## config.mk

```make
export PLATFORM = sky130hd
export DESIGN_NAME = console_writer_flat
export DESIGN_NICKNAME = d
export VERILOG_FILES = /design/src/rtl/console_writer_pkg.sv /design/src/rtl/console_writer_if.sv /design/src/rtl/console_cursor.sv /design/src/rtl/console_writer.sv /design/src/flat_wrapper.sv
export SDC_FILE = /design/constraint.sdc
export NUM_CORES = 1
export LEC_CHECK = 0
export CORE_MARGIN = 3
export CORE_UTILIZATION = 39
export CTS_BUF_LIST = sky130_fd_sc_hd__clkbuf_8
export CTS_CLUSTER_DIAMETER = 80
export CTS_CLUSTER_SIZE = 28
export DETAILED_ROUTE_END_ITERATION = 8
export GPL_TIMING_DRIVEN = 0
export PLACE_DENSITY = 0.66
export REMOVE_ABC_BUFFERS = 1
export SLEW_MARGIN = 15
export SYNTH_ARGS = -nofsm -noshare
export SYNTH_HDL_FRONTEND = slang
export SYNTH_HIERARCHICAL = 1
export SYNTH_SLANG_ARGS = --single-unit
```

## constraint.sdc

```tcl
create_clock -name clk -period 2.4 [get_ports clk]
set_input_delay 0.24 -clock clk [delete_from_list [all_inputs] [get_ports clk]]
set_output_delay 0.24 -clock clk [all_outputs]
set_load 0.02 [all_outputs]
```

## src/rtl/console_writer_pkg.sv

```systemverilog
`default_nettype none
// +--------------------------------------------------------------------------+
// | console_writer_pkg - shared types and constants for the console writer   |
// | Revision: 1.0                                                            |
// +--------------------------------------------------------------------------+
package console_writer_pkg;

   localparam int DEF_COLS = 80;
   localparam int DEF_ROWS = 30;

   localparam int ROW_W  = 6;
   localparam int COL_W  = 7;
   localparam int ADDR_W = ROW_W + COL_W;

   typedef logic [ROW_W-1:0] row_t;
   typedef logic [COL_W-1:0] col_t;

   localparam logic [7:0] CC_BS    = 8'h08;
   localparam logic [7:0] CC_TAB   = 8'h09;
   localparam logic [7:0] CC_LF    = 8'h0A;
   localparam logic [7:0] CC_FF    = 8'h0C;
   localparam logic [7:0] CC_CR    = 8'h0D;
   localparam logic [7:0] CC_BLANK = 8'h20;

   typedef logic [0:0] state_t;
   localparam state_t ST_IDLE  = 1'b0;
   localparam state_t ST_CLEAR = 1'b1;

endpackage
`default_nettype wire

```

## src/rtl/console_writer_if.sv

```systemverilog
`default_nettype none
// +--------------------------------------------------------------------------+
// | console_writer_if - byte input stream plus character/attribute RAM port  |
// | Revision: 1.0                                                            |
// +--------------------------------------------------------------------------+
interface console_writer_if;
   import console_writer_pkg::*;

   logic [7:0]        in_char;
   logic              in_valid;
   logic              in_ready;
   logic [ADDR_W-1:0] ram_address;
   logic [7:0]        ram_char_data;
   logic [7:0]        ram_attr_data;
   logic              ram_char_we;
   logic              ram_attr_we;

   // master: host side feeding bytes and observing RAM writes
   modport master (
      output in_char, in_valid,
      input  in_ready, ram_address, ram_char_data, ram_attr_data,
             ram_char_we, ram_attr_we
   );

   // slave: the writer itself
   modport slave (
      input  in_char, in_valid,
      output in_ready, ram_address, ram_char_data, ram_attr_data,
             ram_char_we, ram_attr_we
   );

endinterface
`default_nettype wire

```

## src/rtl/console_cursor.sv

```systemverilog
`default_nettype none
// +--------------------------------------------------------------------------+
// | console_cursor - combinational next-cursor for printable/CR/LF/BS/TAB    |
// | Revision: 1.0                                                            |
// +--------------------------------------------------------------------------+
module console_cursor
   import console_writer_pkg::*;
#(
   parameter int COLS = DEF_COLS,
   parameter int ROWS = DEF_ROWS
) (
   input  row_t       i_row,
   input  col_t       i_col,
   input  logic [7:0] i_code,
   output row_t       o_row,
   output col_t       o_col
);

   localparam row_t           c_last_row = row_t'(ROWS - 1);
   localparam col_t           c_last_col = col_t'(COLS - 1);
   localparam logic [COL_W:0] c_cols_x   = COLS[COL_W:0];

   row_t           w_row_inc;
   logic [COL_W:0] w_tab_col;

   // no scrolling: moving past the last row lands back on row 0
   assign w_row_inc = (i_row == c_last_row) ? '0 : i_row + 1'b1;
   assign w_tab_col = {1'b0, i_col | col_t'(7)} + 1'b1;

   always_comb begin
      o_row = i_row;
      o_col = i_col;
      case (i_code)
         CC_CR: o_col = '0;
         CC_LF: begin
            o_col = '0;
            o_row = w_row_inc;
         end
         CC_BS: begin
            if (i_col != '0) o_col = i_col - 1'b1;
         end
         CC_TAB: begin
            if (w_tab_col >= c_cols_x) begin
               o_col = '0;
               o_row = w_row_inc;
            end else begin
               o_col = w_tab_col[COL_W-1:0];
            end
         end
         default: begin
            if (i_col == c_last_col) begin
               o_col = '0;
               o_row = w_row_inc;
            end else begin
               o_col = i_col + 1'b1;
            end
         end
      endcase
   end

endmodule
`default_nettype wire

```

## src/rtl/console_writer.sv

```systemverilog
`default_nettype none
// +--------------------------------------------------------------------------+
// | console_writer - byte stream to char/attr RAM writer; clear-screen engine|
// | built only with CONSOLE_WRITER_CLS_EN.  Revision: 1.0                    |
// +--------------------------------------------------------------------------+
module console_writer
   import console_writer_pkg::*;
#(
   parameter int         COLS       = DEF_COLS,
   parameter int         ROWS       = DEF_ROWS,
   parameter logic [7:0] RESET_ATTR = 8'h0F
) (
   input  logic                   clk,
   input  logic                   reset,
   console_writer_if.slave        bus,
   input  logic [7:0]             attr_in,
   input  logic                   attr_load,
   output row_t                   cursor_row,
   output col_t                   cursor_col,
   output logic                   busy
);

   logic [7:0]        cur_attr_q, cur_attr_d;
   row_t              row_q, row_d;
   col_t              col_q, col_d;
   logic              we_q, we_d;
   logic [ADDR_W-1:0] addr_q, addr_d;
   logic [7:0]        wchar_q, wchar_d;
   logic [7:0]        wattr_q, wattr_d;

   row_t       w_next_row;
   col_t       w_next_col;
   logic [7:0] w_attr_eff;
   logic       w_accept;
   logic       w_is_ctrl;

   console_cursor #(
      .COLS (COLS),
      .ROWS (ROWS)
   ) u_cursor (
      .i_row  (row_q),
      .i_col  (col_q),
      .i_code (bus.in_char),
      .o_row  (w_next_row),
      .o_col  (w_next_col)
   );

   // a same-cycle attr_load applies to the byte or cell being written now
   assign w_attr_eff = attr_load ? attr_in : cur_attr_q;
   assign w_accept   = bus.in_valid & bus.in_ready;
   assign w_is_ctrl  = (bus.in_char == CC_BS) | (bus.in_char == CC_TAB) |
                       (bus.in_char == CC_LF) | (bus.in_char == CC_CR);

`ifdef CONSOLE_WRITER_CLS_EN
   localparam row_t c_last_row = row_t'(ROWS - 1);
   localparam col_t c_last_col = col_t'(COLS - 1);

   state_t state_q, state_d;
   row_t   clr_row_q, clr_row_d;
   col_t   clr_col_q, clr_col_d;
   logic   clr_done_q, clr_done_d;

   assign bus.in_ready = ~reset & (state_q == ST_IDLE);
   assign busy         = (state_q == ST_CLEAR);
`else
   assign bus.in_ready = ~reset;
   assign busy         = 1'b0;
`endif

   always_comb begin
      cur_attr_d = w_attr_eff;
      row_d      = row_q;
      col_d      = col_q;
      we_d       = 1'b0;
      addr_d     = addr_q;
      wchar_d    = wchar_q;
      wattr_d    = wattr_q;
`ifdef CONSOLE_WRITER_CLS_EN
      state_d    = state_q;
      clr_row_d  = clr_row_q;
      clr_col_d  = clr_col_q;
      clr_done_d = clr_done_q;
      if (state_q == ST_CLEAR) begin
         if (clr_done_q) begin
            state_d    = ST_IDLE;
            row_d      = '0;
            col_d      = '0;
            clr_done_d = 1'b0;
         end else begin
            we_d       = 1'b1;
            addr_d     = {clr_row_q, clr_col_q};
            wchar_d    = CC_BLANK;
            wattr_d    = w_attr_eff;
            clr_done_d = (clr_row_q == c_last_row) && (clr_col_q == c_last_col);
            if (clr_col_q == c_last_col) begin
               clr_col_d = '0;
               clr_row_d = clr_row_q + 1'b1;
            end else begin
               clr_col_d = clr_col_q + 1'b1;
            end
         end
      end else if (w_accept && (bus.in_char == CC_FF)) begin
         // cell (0,0) is written on the accepting edge so the sweep fills
         // exactly ROWS*COLS cycles; the counter therefore resumes at (0,1)
         state_d    = ST_CLEAR;
         we_d       = 1'b1;
         addr_d     = '0;
         wchar_d    = CC_BLANK;
         wattr_d    = w_attr_eff;
         clr_row_d  = '0;
         clr_col_d  = col_t'(1);
         clr_done_d = 1'b0;
      end else
`endif
      if (w_accept) begin
         row_d = w_next_row;
         col_d = w_next_col;
         if (!w_is_ctrl) begin
            we_d    = 1'b1;
            addr_d  = {row_q, col_q};
            wchar_d = bus.in_char;
            wattr_d = w_attr_eff;
         end
      end
   end

   always_ff @(posedge clk) begin
      if (reset) begin
         cur_attr_q <= RESET_ATTR;
         row_q      <= '0;
         col_q      <= '0;
         we_q       <= 1'b0;
         addr_q     <= '0;
         wchar_q    <= '0;
         wattr_q    <= '0;
      end else begin
         cur_attr_q <= cur_attr_d;
         row_q      <= row_d;
         col_q      <= col_d;
         we_q       <= we_d;
         addr_q     <= addr_d;
         wchar_q    <= wchar_d;
         wattr_q    <= wattr_d;
      end
   end

`ifdef CONSOLE_WRITER_CLS_EN
   always_ff @(posedge clk) begin
      if (reset) begin
         state_q    <= ST_IDLE;
         clr_row_q  <= '0;
         clr_col_q  <= '0;
         clr_done_q <= 1'b0;
      end else begin
         state_q    <= state_d;
         clr_row_q  <= clr_row_d;
         clr_col_q  <= clr_col_d;
         clr_done_q <= clr_done_d;
      end
   end
`endif

   assign bus.ram_address   = addr_q;
   assign bus.ram_char_data = wchar_q;
   assign bus.ram_attr_data = wattr_q;
   assign bus.ram_char_we   = we_q;
   assign bus.ram_attr_we   = we_q;
   assign cursor_row        = row_q;
   assign cursor_col        = col_q;

endmodule
`default_nettype wire

```

## src/flat_wrapper.sv

```systemverilog
// flat-port wrapper written by rule: the top's interface ports become plain ports
module console_writer_flat import console_writer_pkg::*;
#(
   parameter int         COLS       = DEF_COLS,
   parameter int         ROWS       = DEF_ROWS,
   parameter logic [7:0] RESET_ATTR = 8'h0F
)
  (clk, reset, attr_in, attr_load, cursor_row, cursor_col, busy, bus_in_char, bus_in_valid, bus_in_ready, bus_ram_address, bus_ram_char_data, bus_ram_attr_data, bus_ram_char_we, bus_ram_attr_we);
  console_writer_if bus_i ();
  input  logic clk;
  input  logic reset;
  input  logic [7:0] attr_in;
  input  logic attr_load;
  output row_t cursor_row;
  output col_t cursor_col;
  output logic busy;
  input wire logic [$bits(bus_i.in_char)-1:0] bus_in_char;
  input wire logic [$bits(bus_i.in_valid)-1:0] bus_in_valid;
  output wire logic [$bits(bus_i.in_ready)-1:0] bus_in_ready;
  output wire logic [$bits(bus_i.ram_address)-1:0] bus_ram_address;
  output wire logic [$bits(bus_i.ram_char_data)-1:0] bus_ram_char_data;
  output wire logic [$bits(bus_i.ram_attr_data)-1:0] bus_ram_attr_data;
  output wire logic [$bits(bus_i.ram_char_we)-1:0] bus_ram_char_we;
  output wire logic [$bits(bus_i.ram_attr_we)-1:0] bus_ram_attr_we;
  assign bus_i.in_char = bus_in_char;
  assign bus_i.in_valid = bus_in_valid;
  assign bus_in_ready = bus_i.in_ready;
  assign bus_ram_address = bus_i.ram_address;
  assign bus_ram_char_data = bus_i.ram_char_data;
  assign bus_ram_attr_data = bus_i.ram_attr_data;
  assign bus_ram_char_we = bus_i.ram_char_we;
  assign bus_ram_attr_we = bus_i.ram_attr_we;
  console_writer #(.COLS(COLS), .ROWS(ROWS), .RESET_ATTR(RESET_ATTR)) u_core (.clk(clk), .reset(reset), .bus(bus_i), .attr_in(attr_in), .attr_load(attr_load), .cursor_row(cursor_row), .cursor_col(cursor_col), .busy(busy));
endmodule
```

==> metrics.txt, run 1 <==
run status finished, final reports clean; Nets 443; TritonCTS Buffers 5; R2R Path Start u_core/cursor_col[3]; worst path required time 2.61 ns; # Max-Cap Violations 0; Starting Density 0.4098; DP Wirelength 5.730 mm; Worst-Margin Slew 0.8577 ns; Worst slew margin 0.4160; DR pass1 iterations 4; Clock Skew 0.006613 ns; Setup violations, final 0; CTS tree built; worst skew pair latency 0.31 ns; root buf cell clkbuf_8; R2R Path End u_core/cursor_row[1]; fin. max-slew vios 0; vias in the first global route 2787; Max Fclk 0.4389 GHz; CTS Hold Bufs 0; DRT iter0 DRCs 133; Max IR drop VDD about 260 uV; number of synthesis warnings 6; DRC Markers 0; die width roughly 97 um; port bufs 64; count of different cell masters after synthesis 57; Total GRT Usage 0.1701; Final Wtd Congestion 0.8286; asr flop ratio synth 0; crit end category flop; total power divided by cell area 448.5 nW/um^2; WS Path Type reg2reg; leakage power 1.465 nW; CP arrival 2.49 ns; Core ar. 7848 um^2; die area 9370 um^2; Layout Cells excl Fill 518; IO Count 66; Fin. Hold Viols 0; Layout area overhead 26.34%; post-route ant nets 0; Max clock buf depth 2; # rows 32; cells after synthesis 364; drt total wl between 8 and 9 mm; via count 3030; CP endpoint u_core/cursor_row[1]; Reg2Reg Setup Slack 0.12 ns; Tmin final 2.278 ns; Tcrit/Tclk final 0.9493; CP Max Fanout 7; top_reg_cell synth dfxtp_1; die height roughly 97 um; grt ovf 0; synthesized area per cell about 8.8 um^2; post-synthesis cell area 3216 um^2; CP startpoint kind flop; Seq/Total Area, Yosys 0.3175; Post-Route Setup TNS 0 ns; largest net degree at the start of global routing 34; Synth Register Bits 51; Antenna Cells 0; initial antenna violation count 0; EDFF count, synth 0; layout cells sized above 1 0.1418; first-pass GRT wire length between 10 and 15 mm; RSZ-0062 raised after global routing false; Setup crit start u_core/cursor_col[3]; Hold Crit Class in2reg; placed insts about 500; Sinks on Clock Net between 50 and 60; routed len/inst ~16 um; H-Tree Level Count 2; vias per std cell 5.849; FF-to-FF path depth 9; Worst-path clk slew about 0.11 ns
## worst max-delay path: stages (launching register included)
cell and delay [ns]:
dfxtp_4 0.40, inv_1 0.09, ha_1 0.33, or2_2 0.29
a21oi_2 0.22, nor3b_4 0.09, nor3_4 0.26, mux2_4 0.33
mux2i_1 0.13, nor2_1 0.05
## cell families after synthesis
family                     count (synthesis)  share of synthesized area
AOI/OAI and AO/OA                         98                     0.2646
xor gates and xnor gates                   1                   0.002724
adders and majority gates                  8                    0.03113
buffers and inverters                     44                    0.06459
DFF                                       51                     0.3175
muxes                                     24                    0.07899
other                                      1                   0.001166
and+or+nand+nor                          137                     0.2393
## per-layer routing
metal,wire length [um],share of wire,GRT usage
met2,3942,0.47,0.2739
met5,0,0,0
met1,3993,0.47,0.2386
met3,442,0.053,0.03389
met4,41,0.0049,0.02916
## placed cells by master, fill, tap and decap left out, drive strengths merged, types with 2 or more instances in the layout
cell           Yosys  routed
nor2              27      27
a21boi             3       3
nor3               3       3
nand2             31      31
and2               2       2
a2bb2oi           10      10
inv               14      15
nor3b              3       3
a311oi             4       4
nand4             26      26
a31oi             20      20
o311ai             9       9
o31ai              2       2
dfxtp             51      51
o21a               2       2
mux2               2       2
a21oi             12      12
or3                2       2
clkbuf            16       5
or2                2       2
nand2b             5       5
o32ai              2       2
mux2i             22      22
clkdlybuf4s50      0      62
buf               14      12
nor2b             19      19
nand3              8       8
o2bb2ai            3       3
and3               4       4
ha                 8       8
o221ai            16      16
o21ai              8       8
nor4               2       2
## layout make-up
type / instances / area [um^2]
flip-flops and latches: 51 / 1030
multi-input cells: 269 / 2014
fillers: 771 / 3785
inverters: 14 / 52.55
clock buffers: 5 / 68.82
repair buffers: 74 / 742.0
well taps: 102 / 127.6
clock inverters: 3 / 27.53
## flip-flops by register name (all words and copies together), names as in the netlist
signal,flops
u_core/bus.ram_address,13
u_core/bus.ram_attr_data,8
u_core/bus.ram_char_data,8
u_core/cur_attr_q,8
u_core/cursor_col,7
u_core/cursor_row,6
u_core/bus.ram_attr_we,1
## per-stage QoR
step	total power [mW]	utilization	setup slack, ns	area [um^2]	hold slack [ns]
final	1.822	0.5177	0.1217	4063	0.3438
after global routing	1.904	0.5177	0.001343	4063	0.3662
after CTS	1.837	0.5134	0.004065	4029	0.3507
after detailed placement	1.291	0.4967	-0.3955	3897	0.4565
after global placement	1.278	0.4879	-1.644	3829	0.4498
after floorplan	1.106	-	-0.09189	3060	0.3121
## worst min path at each step
stage / cells past startpoint / endpoint / from / slack, ns
after floorplan: 1 / u_core/bus.ram_char_data[4] / reset / 0.31
after global placement: 1 / u_core/bus.ram_char_data[3] / u_core/bus.ram_char_data[3] / 0.45
after detailed placement: 1 / u_core/bus.ram_char_data[3] / u_core/bus.ram_char_data[3] / 0.46
after CTS: 2 / u_core/cur_attr_q[6] / reset / 0.35
after global routing: 2 / u_core/cur_attr_q[4] / reset / 0.37
final: 2 / u_core/cur_attr_q[7] / reset / 0.34
## Yosys cell counts (4+ instances only)
cell type   n  area (um^2)
nand2_1    31        116.4
ha_1        8        100.1
mux2i_1    21        210.2
and3_1      4        25.02
clkbuf_1   15        56.30
nor2_1     27        101.4
a31oi_1    19        118.9
inv_1      13        48.80
nor2b_1    19        118.9
nand2b_1    5        31.28
a2bb2oi_1  10        87.58
nand3_1     7        35.03
a21oi_1    12        60.06
a311oi_1    4        35.03
o221ai_2   16        240.2
buf_2       6        30.03
o21ai_0     8        40.04
nand4_1    26        162.7
o311ai_1    8        70.07
dfxtp_1    51         1021
## where the power goes
part           internal [mW]  switching, mW
clock network          0.215          0.334
registers              0.882         0.0286
logic                  0.159          0.204
total                   1.26          0.567
## what timing repair did
action	CTS	global route
gates resized for setup	7	2
pin swaps	1	1
gates cloned	0	0
endpoints found under the setup margin	35	8
setup buffers	2	4
Note: power is estimated with default switching activity, not from simulation.
==> run 2, diff against run 1 <==
--- a/config.mk
+++ b/config.mk
@@ -12,6 +12,7 @@
 export CTS_CLUSTER_SIZE = 28
 export DETAILED_ROUTE_END_ITERATION = 8
 export GPL_TIMING_DRIVEN = 0
+export HOLD_SLACK_MARGIN = 0.15
 export PLACE_DENSITY = 0.66
 export REMOVE_ABC_BUFFERS = 1
 export SLEW_MARGIN = 15
==> results of run 2 <==
Final layout, timing and power as in run 1 (identical DEF).
==> run 3, diff against run 2 <==
--- a/config.mk
+++ b/config.mk
@@ -13,10 +13,9 @@
 export DETAILED_ROUTE_END_ITERATION = 8
 export GPL_TIMING_DRIVEN = 0
 export HOLD_SLACK_MARGIN = 0.15
-export PLACE_DENSITY = 0.66
+export PLACE_DENSITY = 0.69
 export REMOVE_ABC_BUFFERS = 1
 export SLEW_MARGIN = 15
 export SYNTH_ARGS = -nofsm -noshare
 export SYNTH_HDL_FRONTEND = slang
-export SYNTH_HIERARCHICAL = 1
 export SYNTH_SLANG_ARGS = --single-unit
==> run 3 against run 2 <==
Wire length shrank 19%. Synthesized cell count is 22% lower. Sequential share of layout area rose by 5.4 points. Highest routed layer unchanged. Clock skew shrank 0.0022 ns. Cell count down 19%. Hold slack improved by 0.10 ns. Critical path depth fell by 2. Non-clock buffer count is 3 lower.
==> metrics.txt, run 3 <==
R2R Path End u_core.cursor_col[4]; Seq/Total Area, Yosys 0.4130 (+0.09545); Synth Register Bits 51 (unchanged); Core ar. 6026 um^2 (-23%); Max clock buf depth 2 (unchanged); DRT iter0 DRCs 126 (-5.3%); Compound-Gate Fraction of Synth Area 0.2141 (-0.05052); fin. max-slew vios 0 (unchanged); CP startpoint kind flop; worst skew pair latency 0.30 ns (about the same); # Max-Cap Violations 0 (unchanged); most common cell in the netlist dfxtp_1; WS Path Type reg2reg; Worst Hold Endpoint u_core.cur_attr_q[5]; worst hold path cell count 2 (unchanged); Adder-Cell Fraction of Synth Area 0.03543 (+0.004297); combinational family with the most area after synthesis simple AND/OR/NAND/NOR gates; largest net degree at the start of global routing 22 (-35%); Post-Synth XOR/XNOR Area 0.003543 (+0.0008188); part of the power in the clock network 0.295 (-0.006); Clock Skew 0.004455 ns (-0.002157 ns); most frequent cells after synthesis dfxtp_1 (51), nand3_1 (24), o21ai_0 (24), nand2_1 (23), clkbuf_1 (15); RSZ-0062 raised after global routing false; synthesized area per cell 8.706 um^2 (-1.5%); cells after synthesis 284 (-22%); port bufs 64 (unchanged); DR pass1 iterations 4 (unchanged); M3 GR Usage 0.03842 (+0.004539); CP arrival 2.53 ns (+0.04 ns); leakage power 1.341 nW (-8.5%); sw frac 0.2717 (-0.03921); die height 85.62 um (-12%); post-synthesis cell area 2472 um^2 (-23%); worst path required time 2.63 ns (+0.02 ns); Tot Pwr 1.645 mW (-9.7%); most common cell after layout, fill and taps aside clkdlybuf4s50_1; CTS tree built; # rows 28 (-13%); design area 3356 um^2 (-17%); multi-input logic area 1398 um^2 (-31%); TritonCTS Buffers 5 (unchanged); crit end category flop; EDFF count, synth 0 (unchanged); vias per std cell 5.616 (-4.0%); Worst slew margin 0.4251 (+0.009148); run status finished, final reports clean; Antenna Cells 0 (unchanged); Final Wtd Congestion 0.8310 (+0.29%); met1 usage 0.2436 (+0.005042); Worst-path clk slew 0.09 ns (-0.02 ns); routed len/inst 16.22 um (-0.20%); Core Util, Final 0.5569 (+0.03920); H-Tree Level Count 2 (unchanged); Combinational Power Share 0.162 (-0.037); die area 7331 um^2 (-22%); via count 2370 (-22%); Max IR drop VDD 261.8 uV (+1.7%); vias in the first global route 2150 (-23%); IO Count 66 (unchanged); hold slack 0.4485 ns (+0.1047 ns); Starting Density 0.4103 (+0.0005413); Layout area overhead 35.73%; Max Fclk 0.4342 GHz (-1.1%); Sinks on Clock Net 51 (unchanged); Synth area leader dfxtp_1; Filler Cell Count 555 (-28%); flip-flop count of the largest register after layout 13 (unchanged); count of different cell masters after synthesis 54 (-5.3%); busiest layer in global routing met2; DRC Markers 0 (unchanged); Post-Route Setup TNS 0 ns (unchanged); post-route ant nets 0 (unchanged); Hold Crit Class in2reg; asr flop ratio synth 0 (unchanged); NetSw 0.4469 mW (-21%); DP Wirelength 4.238 mm (-26%); post-synth top area share 0.4130 (+0.09545); root buf cell clkbuf_8; R2R Path Start u_core.cursor_col[0]; top_reg_cell synth dfxtp_1; cell-internal power 1.198 mW (-4.6%); grt ovf 0 (unchanged); Setup violations, final 0 (unchanged); dpl cell area 3123 um^2 (-20%); total power divided by cell area 490.2 nW/um^2 (+9.3%); layout cells sized above 1 0.1182 (-0.02367); Worst-Margin Slew 0.8576 ns (-0.0001073 ns); first-pass GRT wire length 10.80 mm (-22%); FF+latch area 1031 um^2 (+0.12%); Tmin final 2.303 ns (+0.02484 ns); CTS Hold Bufs 0 (unchanged); sequential fraction of design power 0.544 (+0.045); critical hold path startpoint reset; Synth Area in Simple Gates 0.2293 (-0.01005); Total GRT Usage 0.1815 (+0.01143); Nets 374 (-16%); die width 85.62 um (-12%); Reg2Reg Setup Slack 0.1 ns (-0.02 ns); FF-to-FF path depth 7 (-2); initial antenna violation count 0 (unchanged); mux cell area share after synthesis 0.05111 (-0.02787); ranking of synthesized cells by area dfxtp_1 (41%), nand3_1 (4.9%), o21ai_0 (4.9%); CP Max Fanout 6 (-1); most frequent cells in the layout clkdlybuf4s50_1 (63), dfxtp_1 (47), o21ai_0 (24), nand3_1 (24), nand2_1 (22); Tcrit/Tclk final 0.9597 (+0.01035); met2 usage 0.2973 (+0.02343); Fin. Hold Viols 0 (unchanged); drt total wl 6.845 mm (-19%); number of synthesis warnings 0 (-6)
==> run 3: cell types whose count changed after synthesis, moves of 10 or more <==
cell       previous run  this run
and3_1                4        14
a21o_1                0        11
a31oi_1              19         0
mux2i_1              21        10
nor2_1               27        13
a2bb2oi_1            10         0
nor2b_1              19         7
o21ai_0               8        24
nand4_1              26         5
o221ai_2             16         0
nand3_1               7        24
==> run 3: cells by family (layout without fill, tap and decap cells) <==
kind of cell,Yosys count,count (layout)
and+or+nand+nor,105,107
AOI/OAI and AO/OA,76,76
DFF,51,51
buffers and inverters,31,92
muxes,12,12
adders and majority gates,7,7
other,1,1
xor gates and xnor gates,1,1
==> run 3: final cells by class <==
class                      count  area share
multi-input combinational    204      0.4165
sequential                    51      0.3072
timing repair buffer          71      0.2051
tap                           75     0.02796
clock buffer                   5     0.02051
inverter                      12     0.01566
clock inverter                 2    0.004101
timing repair inverter         2    0.002983
==> run 3: routing by layer <==
metal  up-vias  share of wire
li1       1171              -
met3         8          0.057
met5         -              0
met4         0          0.012
met2        70           0.46
met1      1121           0.47
==> run 3: how the worst max path moves through the flow <==
stage	startpoint	endpoint	depth (start not counted)
after floorplan	u_core.cursor_col[4]	u_core.cursor_row[3]	7
after global placement	reset	u_core.bus.ram_char_data[5]	5
after detailed placement	reset	u_core.bus.ram_char_data[4]	5
after CTS	reset	bus_in_ready	3
after global routing	u_core.cursor_col[1]	u_core.cursor_col[4]	7
final	u_core.cursor_col[0]	u_core.cursor_col[4]	7
==> run 3: power by group through the flow <==
stage | clock, mW | combinational [mW] | sequential [mW]
after floorplan | 0 | 0.0934 | 0.948
after global placement | 0 | 0.248 | 0.915
after detailed placement | 0 | 0.251 | 0.916
after CTS | 0.497 | 0.260 | 0.896
after global routing | 0.534 | 0.286 | 0.899
final | 0.485 | 0.266 | 0.894
==> run 3: per-stage QoR <==
stage / cells / worst slack, ns
2_1_floorplan: 265 / -0.05242
3_3_place_gp: 404 / -1.432
3_5_place_dp: 404 / -1.496
4_1_cts: 414 / 0.008078
5_1_grt: 422 / 0.01747
6_report: 422 / 0.09682
==> run 3: timing repair <==
| item | in CTS | in global routing |
|---|---|---|
| gates resized for setup | 13 | 8 |
| pin swaps | 1 | 6 |
| gates cloned | 3 | 1 |
| endpoints found under the hold margin | 0 | 0 |
| setup endpoints to repair | 41 | 36 |
| setup buffers | 0 | 7 |
==> run 3: critical path, stage by stage, from the launching register on <==
cell,delay [ns]
dfxtp_2,0.36
inv_1,0.09
ha_1,0.19
or3b_4,0.41
or4_4,0.46
o21a_2,0.27
mux2_4,0.31
o22ai_1,0.14
